==> config.mk <==
export PLATFORM = sky130hd
export DESIGN_NAME = afu_mmio_responder
export DESIGN_NICKNAME = d
export VERILOG_FILES = /design/src/rtl/afu_mmio_responder.sv
export SDC_FILE = /design/constraint.sdc
export NUM_CORES = 1
export LEC_CHECK = 0
export BUFFER_PORTS_ARGS = -buffer_cell sky130_fd_sc_hd__buf_2
export CAP_MARGIN = 20
export CORE_AREA = 2 2 384 386
export CTS_BUF_LIST = sky130_fd_sc_hd__clkbuf_2 sky130_fd_sc_hd__clkbuf_4 sky130_fd_sc_hd__clkbuf_8
export DETAILED_ROUTE_END_ITERATION = 8
export DIE_AREA = 0 0 386 388
export GPL_ROUTABILITY_DRIVEN = 1
export HOLD_SLACK_MARGIN = 0.12
export PLACE_DENSITY_LB_ADDON = 0.1
export SLEW_MARGIN = 5
export SYNTH_ARGS = -nofsm -noshare
export SYNTH_HDL_FRONTEND = slang
export SYNTH_SLANG_ARGS = --single-unit
==> constraint.sdc <==
create_clock -name clock -period 23.4 [get_ports clock]
set_input_delay 1.17 -clock clock [delete_from_list [all_inputs] [get_ports clock]]
set_output_delay 1.17 -clock clock [all_outputs]
set_load 0.05 [all_outputs]
==> src/rtl/afu_mmio_responder.sv <==
// afu_mmio_responder: AFU-side responder for host MMIO requests from the PSL.
// A request is captured in IDLE, decoded in DECODE (read mux registered, writes
// applied), and acknowledged for one cycle in RESP, giving an ack two cycles
// after mmio_val.
// Bit numbering: the PSL labels address bits [0:23] and data bits [0:63]
// MSB-first. Here vectors are [W-1:0], so PSL address bit 23 (the 32-bit half
// select) is mmio_ad[0], and PSL data bits [0:31] are mmio_rdata[63:32].
// Optional feature macro: MMIO_PARITY_EN adds a registered odd-parity bit on
// mmio_rdata. When it is undefined, mmio_rdata_par is tied to 0.
module afu_mmio_responder #(
  parameter int MMIO_ADDR_W = 24,
  parameter int DATA_W      = 64,
  parameter int ERROR_W     = 64
) (
  input  logic                   clock,
  input  logic                   reset,
  input  logic                   mmio_val,
  input  logic                   mmio_cfg,
  input  logic                   mmio_rnw,
  input  logic                   mmio_dw,
  input  logic [MMIO_ADDR_W-1:0] mmio_ad,
  input  logic [DATA_W-1:0]      mmio_wdata,
  output logic                   mmio_ack,
  output logic [DATA_W-1:0]      mmio_rdata,
  output logic                   mmio_rdata_par,
  input  logic [DATA_W-1:0]      afu_status,
  input  logic [DATA_W-1:0]      cu_status,
  input  logic [DATA_W-1:0]      cu_return,
  input  logic                   cu_return_done_val,
  input  logic [DATA_W-1:0]      cu_return_done,
  input  logic [ERROR_W-1:0]     error_in,
  input  logic [DATA_W-1:0]      done_count,
  input  logic [DATA_W-1:0]      read_byte_count,
  input  logic [DATA_W-1:0]      write_byte_count,
  input  logic [DATA_W-1:0]      cycle_count,
  output logic [DATA_W-1:0]      afu_configure,
  output logic [DATA_W-1:0]      afu_configure_2,
  output logic [DATA_W-1:0]      cu_configure,
  output logic [DATA_W-1:0]      cu_configure_2,
  output logic                   cu_return_done_ack
);

  localparam int HALF = DATA_W / 2;

  // Word addresses (global MMIO byte address >> 2); 64-bit registers sit on even words.
  localparam logic [MMIO_ADDR_W-1:0] AFU_STATUS_A         = MMIO_ADDR_W'(24'hFFFFFE);
  localparam logic [MMIO_ADDR_W-1:0] AFU_CONFIGURE_A      = MMIO_ADDR_W'(24'hFFFFFC);
  localparam logic [MMIO_ADDR_W-1:0] AFU_CONFIGURE_2_A    = MMIO_ADDR_W'(24'hFFFFFA);
  localparam logic [MMIO_ADDR_W-1:0] CU_STATUS_A          = MMIO_ADDR_W'(24'hFFFFF8);
  localparam logic [MMIO_ADDR_W-1:0] CU_CONFIGURE_A       = MMIO_ADDR_W'(24'hFFFFF6);
  localparam logic [MMIO_ADDR_W-1:0] CU_CONFIGURE_2_A     = MMIO_ADDR_W'(24'hFFFFF4);
  localparam logic [MMIO_ADDR_W-1:0] CU_RETURN_A          = MMIO_ADDR_W'(24'hFFFFF2);
  localparam logic [MMIO_ADDR_W-1:0] CU_RETURN_DONE_A     = MMIO_ADDR_W'(24'hFFFFF0);
  localparam logic [MMIO_ADDR_W-1:0] CU_RETURN_DONE_ACK_A = MMIO_ADDR_W'(24'hFFFFEE);
  localparam logic [MMIO_ADDR_W-1:0] ERROR_REG_A          = MMIO_ADDR_W'(24'hFFFFE2);
  localparam logic [MMIO_ADDR_W-1:0] ERROR_REG_ACK_A      = MMIO_ADDR_W'(24'hFFFFE0);
  localparam logic [MMIO_ADDR_W-1:0] DONE_COUNT_A         = MMIO_ADDR_W'(24'hFFFFDE);
  localparam logic [MMIO_ADDR_W-1:0] READ_BYTE_COUNT_A    = MMIO_ADDR_W'(24'hFFFFDC);
  localparam logic [MMIO_ADDR_W-1:0] WRITE_BYTE_COUNT_A   = MMIO_ADDR_W'(24'hFFFFDA);
  localparam logic [MMIO_ADDR_W-1:0] CYCLE_COUNT_A        = MMIO_ADDR_W'(24'hFFFFD8);

  typedef enum logic [1:0] {IDLE, DECODE, RESP} state_t;

  state_t                 state_q;
  logic                   ack_q;
  logic                   cdack_q;
  logic [DATA_W-1:0]      rdata_q;
`ifdef MMIO_PARITY_EN
  logic                   par_q;
`endif

  logic                   rnw_q, dw_q, cfg_q;
  logic [MMIO_ADDR_W-1:0] ad_q;
  logic [DATA_W-1:0]      wdata_q;

  logic [DATA_W-1:0]      afu_cfg_q, afu_cfg_d, afu_cfg2_q, afu_cfg2_d;
  logic [DATA_W-1:0]      cu_cfg_q, cu_cfg_d, cu_cfg2_q, cu_cfg2_d;
  logic [DATA_W-1:0]      rdone_q, rdone_d;
  logic [ERROR_W-1:0]     err_q, err_d;

  logic [MMIO_ADDR_W-1:0] base;
  logic                   odd, legal, wr_en, done_ack_hit;
  logic [DATA_W-1:0]      wmask, wr_bits, full, rd_val;

  // Address decode and read mux from the captured request.
  always_comb begin
    base  = {ad_q[MMIO_ADDR_W-1:1], 1'b0};
    odd   = ad_q[0];
    // Config-space accesses and 64-bit accesses to an odd word are acked but inert.
    legal = !cfg_q && !(dw_q && odd);
    wr_en = (state_q == DECODE) && legal && !rnw_q;
    if (dw_q)     wmask = '1;
    else if (odd) wmask = {{HALF{1'b0}}, {HALF{1'b1}}};
    else          wmask = {{HALF{1'b1}}, {HALF{1'b0}}};
    wr_bits = wdata_q & wmask;
    case (base)
      AFU_STATUS_A:       full = afu_status;
      AFU_CONFIGURE_A:    full = afu_cfg_q;
      AFU_CONFIGURE_2_A:  full = afu_cfg2_q;
      CU_STATUS_A:        full = cu_status;
      CU_CONFIGURE_A:     full = cu_cfg_q;
      CU_CONFIGURE_2_A:   full = cu_cfg2_q;
      CU_RETURN_A:        full = cu_return;
      CU_RETURN_DONE_A:   full = rdone_q;
      ERROR_REG_A:        full = DATA_W'(err_q);
      DONE_COUNT_A:       full = done_count;
      READ_BYTE_COUNT_A:  full = read_byte_count;
      WRITE_BYTE_COUNT_A: full = write_byte_count;
      CYCLE_COUNT_A:      full = cycle_count;
      default:            full = '0;
    endcase
    // A 32-bit read replicates the selected half into both halves of the bus.
    if (!legal)     rd_val = '0;
    else if (dw_q)  rd_val = full;
    else if (odd)   rd_val = {2{full[HALF-1:0]}};
    else            rd_val = {2{full[DATA_W-1:HALF]}};
  end

  // Register writes, latch loads and sticky error accumulation.
  always_comb begin
    afu_cfg_d    = afu_cfg_q;
    afu_cfg2_d   = afu_cfg2_q;
    cu_cfg_d     = cu_cfg_q;
    cu_cfg2_d    = cu_cfg2_q;
    rdone_d      = rdone_q;
    err_d        = err_q;
    done_ack_hit = 1'b0;
    if (wr_en) begin
      case (base)
        AFU_CONFIGURE_A:      afu_cfg_d  = (afu_cfg_q  & ~wmask) | wr_bits;
        AFU_CONFIGURE_2_A:    afu_cfg2_d = (afu_cfg2_q & ~wmask) | wr_bits;
        CU_CONFIGURE_A:       cu_cfg_d   = (cu_cfg_q   & ~wmask) | wr_bits;
        CU_CONFIGURE_2_A:     cu_cfg2_d  = (cu_cfg2_q  & ~wmask) | wr_bits;
        CU_RETURN_DONE_ACK_A: begin
          rdone_d      = '0;
          done_ack_hit = 1'b1;
        end
        ERROR_REG_ACK_A:      err_d = err_q & ~ERROR_W'(wr_bits);
        default:              ;
      endcase
    end
    // New events override a same-cycle clear.
    err_d = err_d | error_in;
    if (cu_return_done_val) rdone_d = cu_return_done;
  end

  // Request FSM with registered ack, read data, parity and done-ack pulse.
  always_ff @(posedge clock or posedge reset) begin
    if (reset) begin
      state_q <= IDLE;
      ack_q   <= 1'b0;
      cdack_q <= 1'b0;
      rdata_q <= '0;
`ifdef MMIO_PARITY_EN
      par_q   <= 1'b1;
`endif
    end else begin
      ack_q   <= 1'b0;
      cdack_q <= 1'b0;
      case (state_q)
        IDLE:   if (mmio_val) state_q <= DECODE;
        DECODE: begin
          state_q <= RESP;
          ack_q   <= 1'b1;
          cdack_q <= done_ack_hit;
          if (rnw_q) begin
            rdata_q <= rd_val;
`ifdef MMIO_PARITY_EN
            par_q   <= ~^rd_val;
`endif
          end
        end
        RESP:    state_q <= IDLE;
        default: state_q <= IDLE;
      endcase
    end
  end

  // Request capture; only accepted while idle, so extra pulses are dropped.
  always_ff @(posedge clock) begin
    if (state_q == IDLE && mmio_val) begin
      rnw_q   <= mmio_rnw;
      dw_q    <= mmio_dw;
      cfg_q   <= mmio_cfg;
      ad_q    <= mmio_ad;
      wdata_q <= mmio_wdata;
    end
  end

  // Configure registers, CU_RETURN_DONE latch and sticky error vector.
  always_ff @(posedge clock or posedge reset) begin
    if (reset) begin
      afu_cfg_q  <= '0;
      afu_cfg2_q <= '0;
      cu_cfg_q   <= '0;
      cu_cfg2_q  <= '0;
      rdone_q    <= '0;
      err_q      <= '0;
    end else begin
      afu_cfg_q  <= afu_cfg_d;
      afu_cfg2_q <= afu_cfg2_d;
      cu_cfg_q   <= cu_cfg_d;
      cu_cfg2_q  <= cu_cfg2_d;
      rdone_q    <= rdone_d;
      err_q      <= err_d;
    end
  end

  assign mmio_ack           = ack_q;
  assign mmio_rdata         = rdata_q;
  assign cu_return_done_ack = cdack_q;
  assign afu_configure      = afu_cfg_q;
  assign afu_configure_2    = afu_cfg2_q;
  assign cu_configure       = cu_cfg_q;
  assign cu_configure_2     = cu_cfg2_q;
`ifdef MMIO_PARITY_EN
  assign mmio_rdata_par     = par_q;
`else
  assign mmio_rdata_par     = 1'b0;
`endif

endmodule

==> results by group, run 1 <==
Synth
  – Total nets after synthesis: 3,015
  – Main synth FF type: sky130_fd_sc_hd__dfrtp_1
  – Fraction of the yosys area taken by sequential cells: 52.1%
  – Mean cell area of the mapped netlist: 11.5 um^2
  – Synth Cell Area: 0.0269 mm^2
  – Async S/R FF share, synth: 83.2%
  – Unique masters post-synth: 85
  – Register bit count reported by yosys: 543
  – EDFF count, synth: 91
  – Count of yosys warnings during synthesis: 0
  – Post-synthesis cell count: 2,344

Clock network
  – Total number of H-tree levels: 3
  – Clock Pin Slew Worst Setup and Hold Paths: 0.06 ns
  – CTS buffer count: 109
  – Clock insertion delay at the later pin of the skew report: 0.87 ns
  – Post-cts hold buffer count: 0
  – Root buffer cell: sky130_fd_sc_hd__clkbuf_8
  – Sinks on the clock net: 543
  – Clock Tree Buf Depth: 3
  – Postcts setup bufs: 0
  – TritonCTS clock tree: yes
  – Number of resized instances in the post-cts repair step: 0

Routing
  – Via total after detailed routing: 27.9k
  – Pre-Repair DR Iteration Count: 8
  – Vias per cell: 5.13
  – DRC violations left: 0
  – DRC violation total after the first TritonRoute iteration: 2,814
  – Detailed-route wire length: 237,000 um
  – Post-DRT Antenna Nets: 0
  – Wire length per cell: 43.6 um

Setup path
  – Kind of end point of the critical path: flop
  – Cell-by-cell trace of the critical path: buf_4, buf_4, or2_2, nor2_4, buf_4, nand2_1, o22ai_1, nor4_1, mux2i_1, a22o_1
  – Most used cell along the critical path: sky130_fd_sc_hd__buf_4
  – Slowest stage delay, CP: 1.00 ns
  – Path type of the worst setup path: flop to flop
  – CP delay by family, top: simple AND/OR/NAND/NOR gates
  – R2R depth: 10
  – Startpoint types: flop
  – Crit path depth: 10
  – Worst-case register-to-register setup slack: 17.76 ns
  – Worst Path Arrival: 6.40 ns
  – Max stage delay cell, worst path: sky130_fd_sc_hd__nor4_1
  – Count of buffering cells on the critical path with inverters included: 3
  – Largest driver fanout on the critical path: 37
  – Startpoint of the lowest-slack register-to-register path: ad_q[1]$_DFFE_PP_
  – Data required time at the worst endpoint: 24.15 ns
  – End of the worst register-to-register path: mmio_rdata[23]$_DFFE_PP0P_

Cells and area
  – Post-layout net count: 4,032
  – Area taken by multi-input logic gates: 0.0123 mm^2
  – Count of filler cells inserted in the layout: 15.7k
  – Layout Area Growth over Synthesis: 37.8%
  – Non-Filler Instances: 5,432
  – Sequential standard cell area: 0.0140 mm^2
  – Proportion of layout cells with a drive suffix above 1: 47.8%

Global route
  – Overall overflow remaining after global route: 0
  – Gr busiest metal: met2
  – Total global-route track usage: 30.6%
  – Pin count of the biggest net entering global routing: 138
  – Met3 global-route usage: 9.10%
  – Global-route met2 utilization: 48.2%
  – Initial antenna violation count: 144
  – Global-route wire length before repair: 299,000 um
  – Vias in the first global route: 27.6k
  – GR Layer Usage met1: 39.7%

Placed design
  – Number of cells in the design after placement: 5,166
  – Dpl hpwl: 184,000 um
  – Final GP Congestion: 0.907
  – I/O Buffers: 992

Timing
  – Period Utilization, post-route: 24.1%
  – Final-report max-slew violation count: 0
  – Slew at the pin closest to its max-slew limit: 1.27 ns
  – Max-slew headroom at the worst pin: 15.5%
  – Crit path time final: 5.64 ns
  – Hold violation total from the final report: 0
  – TNS Setup: 0 ns
  – Post-Route Skew: 0.0371 ns
  – Setup-failing EPs final: 0
  – Hold Worst Slack: 0.462 ns
  – Unrepaired setup endpoints after global routing: no
  – Maximum clock rate: 177 MHz

Floorplan
  – Chip height: 388 um
  – Area of the core region: 0.145 mm^2
  – I/O pins: 994
  – Initial core utilization: 18.6%
  – DIE AREA: 0.150 mm^2
  – Number of placement rows: 140
  – Die outline width: 386 um

Run
  – Number of max-capacitance violations reported: 0

Run status
  – Result of the run: finished, final reports clean

Power
  – LEAKAGE: 0.0173 uW
  – Pwr/cell area: 66.5 mW/mm^2
  – Max VDD drop: 0.0371 mV

Worst hold path
  – Worst min-delay path class: input pin to async pin
-- metal layers --
metal  vias up  share of wire [%]
li1      11200                  -
met1     14600                 43
met2      1545                 46
met3       415                8.4
met4        78                3.3
met5         -               0.21
-- worst max-delay path by stage --
stage	start	to	slack, ns
CTS	ad_q[1]$_DFFE_PP_	mmio_rdata[11]$_DFFE_PP0P_	17.78
finish	ad_q[1]$_DFFE_PP_	mmio_rdata[23]$_DFFE_PP0P_	17.76
global placement	ad_q[1]$_DFFE_PP_	mmio_rdata[23]$_DFFE_PP0P_	17.77
floorplan	reset	async pin	9.63
global route	ad_q[1]$_DFFE_PP_	mmio_rdata[11]$_DFFE_PP0P_	17.73
detailed placement	ad_q[1]$_DFFE_PP_	mmio_rdata[11]$_DFFE_PP0P_	17.81
-- power breakdown --
| group | total, uW | switching (uW) | internal, uW |
|---|---|---|---|
| sequential | 1040 | 40.0 | 997 |
| clock | 1150 | 501 | 653 |
| combinational | 280 | 197 | 83.1 |
-- through the flow --
stage                     total power (uW)  worst slack, ns  util [%]  instance area, um^2
after CTS                             2500            17.78      25.5                37000
after detailed placement              1330            17.81      23.7                34500
final                                 2470            17.76      25.6                37100
after floorplan                       1150             9.63         -                26900
after global placement                1330            17.77      23.7                34400
after global routing                  2540            17.73      25.5                37100
-- cell usage after synthesis, drive strengths merged, types with 8 or more instances --
master	number	area, um^2
a2bb2oi	11	96.3
nor4	15	164
mux2	289	3250
o2111ai	8	70.1
o2bb2ai	11	96.3
clkbuf	67	253
and3	16	100
a222oi	49	490
a22o	106	928
a211o	9	78.8
nor3	40	252
a211oi	11	87.6
a32o	15	150
edfxtp	91	2730
a21oi	28	140
o22ai	27	169
nand2	315	1200
mux4	11	248
a22oi	145	1090
nor2	60	240
nand3	41	210
mux2i	42	420
o21ai	116	581
dfrtp	452	11300
o211ai	11	82.6
a32oi	14	123
buf	117	616
nand4	31	221
and2	14	87.6
a221oi	10	87.6
a21o	65	488
a2111oi	13	123
-- area by class of cell --
class                           count  area share [%]
Tap cell                         1917            6.46
Inverter                            6          0.0809
Antenna cell                       60           0.404
Multi-Input combinational cell   1611            33.1
Sequential cell                   543            37.8
Clock buffer                      172            5.72
Clock inverter                     33           0.953
Timing Repair Buffer             1090            15.5
-- cells in the final DEF (no fill, tap or decap), types with 40 or more instances in the layout --
cell type,instances
sky130_fd_sc_hd__nand2_1,304
sky130_fd_sc_hd__edfxtp_1,91
sky130_fd_sc_hd__mux2i_1,42
sky130_fd_sc_hd__dfrtp_1,452
sky130_fd_sc_hd__buf_2,993
sky130_fd_sc_hd__a222oi_1,49
sky130_fd_sc_hd__buf_4,93
sky130_fd_sc_hd__nor2_1,43
sky130_fd_sc_hd__diode_2,60
sky130_fd_sc_hd__a22oi_1,145
sky130_fd_sc_hd__a22o_1,106
sky130_fd_sc_hd__mux2_2,287
sky130_fd_sc_hd__a21o_1,65
sky130_fd_sc_hd__clkbuf_8,133
sky130_fd_sc_hd__nand3_1,40
sky130_fd_sc_hd__o21ai_0,108
-- cells by family after synthesis --
group	count (synthesis)	share of synthesized area, %
mux	342	14.6
compound gates	692	19.5
buf+inv	190	3.31
flops	543	52.1
other cells	1	0.0139
simple gates	576	10.5
Power figures use the tool's default switching activity.
==> inputs of run 2 (changes only) <==
--- a/config.mk
+++ b/config.mk
@@ -7,10 +7,10 @@
 export LEC_CHECK = 0
 export BUFFER_PORTS_ARGS = -buffer_cell sky130_fd_sc_hd__buf_2
 export CAP_MARGIN = 20
-export CORE_AREA = 2 2 384 386
+export CORE_AREA = 2 2 391 393
 export CTS_BUF_LIST = sky130_fd_sc_hd__clkbuf_2 sky130_fd_sc_hd__clkbuf_4 sky130_fd_sc_hd__clkbuf_8
 export DETAILED_ROUTE_END_ITERATION = 8
-export DIE_AREA = 0 0 386 388
+export DIE_AREA = 0 0 393 395
 export GPL_ROUTABILITY_DRIVEN = 1
 export HOLD_SLACK_MARGIN = 0.12
 export PLACE_DENSITY_LB_ADDON = 0.1
==> constraint.sdc (replaced) <==
create_clock -name clock -period 5.6 [get_ports clock]
set_input_delay 0.28 -clock clock [delete_from_list [all_inputs] [get_ports clock]]
set_output_delay 0.28 -clock clock [all_outputs]
set_load 0.05 [all_outputs]
==> results by group, run 2 (synthesis gave the netlist of run 1 again) <==
Run status
  – Result of the run: finished, final reports clean

Timing
  – Final-report max-slew violation count: 0
  – Max-slew headroom at the worst pin: 6.61%
  – Maximum clock rate: 185 MHz
  – Slew at the pin closest to its max-slew limit: 1.40 ns
  – Setup-failing EPs final: 0
  – Crit path time final: 5.40 ns
  – Hold violation total from the final report: 0
  – Period Utilization, post-route: 96.5%
  – Post-Route Skew: 0.0729 ns
  – Unrepaired setup endpoints after global routing: no

Setup path
  – Most used cell along the critical path: sky130_fd_sc_hd__dlygate4sd3_1
  – Data required time at the worst endpoint: 6.31 ns
  – Kind of end point of the critical path: flop
  – Max stage delay cell, worst path: sky130_fd_sc_hd__nor4b_2
  – Worst setup path startpoint: ad_q[2]$_DFFE_PP_
  – Endpoint of the worst setup timing path: mmio_rdata[46]$_DFFE_PP0P_
  – Path type of the worst setup path: flop to flop
  – Startpoint of the lowest-slack register-to-register path: ad_q[2]$_DFFE_PP_
  – Slowest stage delay, CP: 0.81 ns
  – Largest driver fanout on the critical path: 35
  – Worst-case register-to-register setup slack: 0.20 ns
  – R2R depth: 9
  – Startpoint types: flop
  – Worst Path Arrival: 6.11 ns
  – End of the worst register-to-register path: mmio_rdata[46]$_DFFE_PP0P_
  – Cell-by-cell trace of the critical path: buf_4, buf_4, o21ai_0, a222oi_1, dlygate4sd3_1, nor4b_2, dlygate4sd3_1, o21ai_0, dlygate4sd3_1

Floorplan
  – Die outline width: 393 um
  – Initial core utilization: 17.8%
  – Area of the core region: 0.151 mm^2
  – I/O pins: 994
  – Chip height: 395 um
  – DIE AREA: 0.155 mm^2
  – Number of placement rows: 143

Power
  – Net switching share of the total power: 29.6%
  – Cell internal power dissipation: 7520 uW
  – Comb pwr share: 13.8%
  – LEAKAGE: 0.0196 uW
  – Pwr/cell area: 251 mW/mm^2
  – Max VDD drop: 0.149 mV
  – Clock Power Share: 45.8%
  – Register share of total power: 40.4%
  – Total net switching power: 3160 uW

Global route
  – Initial antenna violation count: 119
  – Pin count of the biggest net entering global routing: 137
  – Overall overflow remaining after global route: 0
  – Total global-route track usage: 30.0%
  – Global-route wire length before repair: 306,000 um
  – Vias in the first global route: 30.3k

Routing
  – Via total after detailed routing: 29.6k
  – DRC violations left: 0
  – Post-DRT Antenna Nets: 0
  – Detailed-route wire length: 239,000 um
  – Vias per cell: 4.90
  – Pre-Repair DR Iteration Count: 6
  – DRC violation total after the first TritonRoute iteration: 2,385
  – Wire length per cell: 39.5 um

Clock network
  – TritonCTS clock tree: yes
  – Clock insertion delay at the later pin of the skew report: 0.86 ns
  – Sinks on the clock net: 543
  – CTS buffer count: 114
  – Root buffer cell: sky130_fd_sc_hd__clkbuf_8
  – Total number of H-tree levels: 3
  – Clock Tree Buf Depth: 3
  – Clock Pin Slew Worst Setup and Hold Paths: 0.07 ns

Cells and area
  – Post-route design area: 0.0425 mm^2
  – Utilization of the core after routing: 28.1%
  – Proportion of layout cells with a drive suffix above 1: 42.6%
  – Count of filler cells inserted in the layout: 16.3k
  – Post-layout net count: 4,551
  – Sequential standard cell area: 0.0140 mm^2
  – Most frequent cells in the layout: sky130_fd_sc_hd__buf_2, sky130_fd_sc_hd__dlygate4sd3_1, sky130_fd_sc_hd__dfrtp_1
  – Layout Area Growth over Synthesis: 57.9%
  – Commonest non-fill, non-tap cell in the layout: sky130_fd_sc_hd__buf_2
  – Area taken by multi-input logic gates: 0.0123 mm^2

Placed design
  – Dpl hpwl: 187,000 um
  – I/O Buffers: 992
  – Final GP Congestion: 0.867
  – Placed Instance Area: 0.0348 mm^2

Run
  – Number of max-capacitance violations reported: 0

Worst hold path
  – Worst min-delay path class: input pin to flop
## run 2: cell types whose count changed in the layout (fill, tap and decap cells not counted), sizes merged
cell	previous run	this run
clkinv	20	12
inv	10	9
clkinvlp	2	3
diode	60	42
clkbuf	172	193
dlygate4sd3	0	493
bufinv	7	2
buf	1090	1111
## run 2: what timing repair did
item | 4_1_cts | 5_1_grt
hold buffers | 493 | 0
hold endpoints to repair | 498 | 0
resized for setup | 0 | 4
setup buffers | 0 | 4
endpoints found under the setup margin | 0 | 1
## run 2: final cells by class
class	instances	area share, %
multi-input combinational	1611	29.0
timing repair buffer	1604	25.6
inverter	6	0.0618
tap	2030	5.97
clock inverter	20	0.406
clock buffer	193	5.64
sequential	543	33.0
antenna	42	0.247
## run 2: critical path: cells and delay by family, from the launching register on
kind	cells	cell delay (ns)
buffers and inverters	5	3.01
AO/OA/AOI/OAI	3	1.02
AND/OR/NAND/NOR	1	0.81
flip-flops	1	0.35
## run 2: metal layers
metal / vias to the layer above / global-route usage, % / routed length, um / part of all wire, %
li1: 12200 / - / - / -
met1: 15600 / 38.3 / 102000 / 43
met2: 1381 / 49.5 / 112000 / 47
met3: 383 / 7.20 / 16400 / 6.8
met4: 58 / 9.28 / 8010 / 3.4
met5: - / 0 / 387 / 0.16
## run 2: worst min path at each step
stage          slack [ns]                        end  cells after the start     startpoint
6_report             0.20  mmio_rdata[7]$_DFFE_PP0P_                      7  afu_status[7]
3_3_place_gp         0.34    rdone_q[52]$_DFFE_PP0P_                      2          reset
4_1_cts              0.12  mmio_rdata[7]$_DFFE_PP0P_                      7  afu_status[7]
3_5_place_dp         0.34    rdone_q[52]$_DFFE_PP0P_                      2          reset
2_1_floorplan        0.37         err_q[0]$_DFF_PP0_                      1    error_in[0]
5_1_grt              0.15          ad_q[8]$_DFFE_PP_                      2     mmio_ad[8]
## run 2: power by group through the flow
stage          Sequential [uW]  Combinational, uW  Clock, uW
2_1_floorplan             4430                375          0
3_3_place_gp              4390               1180          0
3_5_place_dp              4390               1180          0
4_1_cts                   4320               1460       5030
5_1_grt                   4330               1530       5200
6_report                  4320               1470       4890
## run 2: per-stage QoR
stage	setup slack (ns)	total power, uW	std cells	hold WS (ns)	TNS (ns)
after floorplan	-0.793	4800	2344	0.372	-358.48
after global placement	1.01	5570	5292	0.338	0
after detailed placement	1.01	5570	5296	0.339	0
after CTS	0.0987	10800	6002	0.120	0
after global routing	0.0334	11100	6028	0.155	0
final	0.197	10700	6049	0.198	0
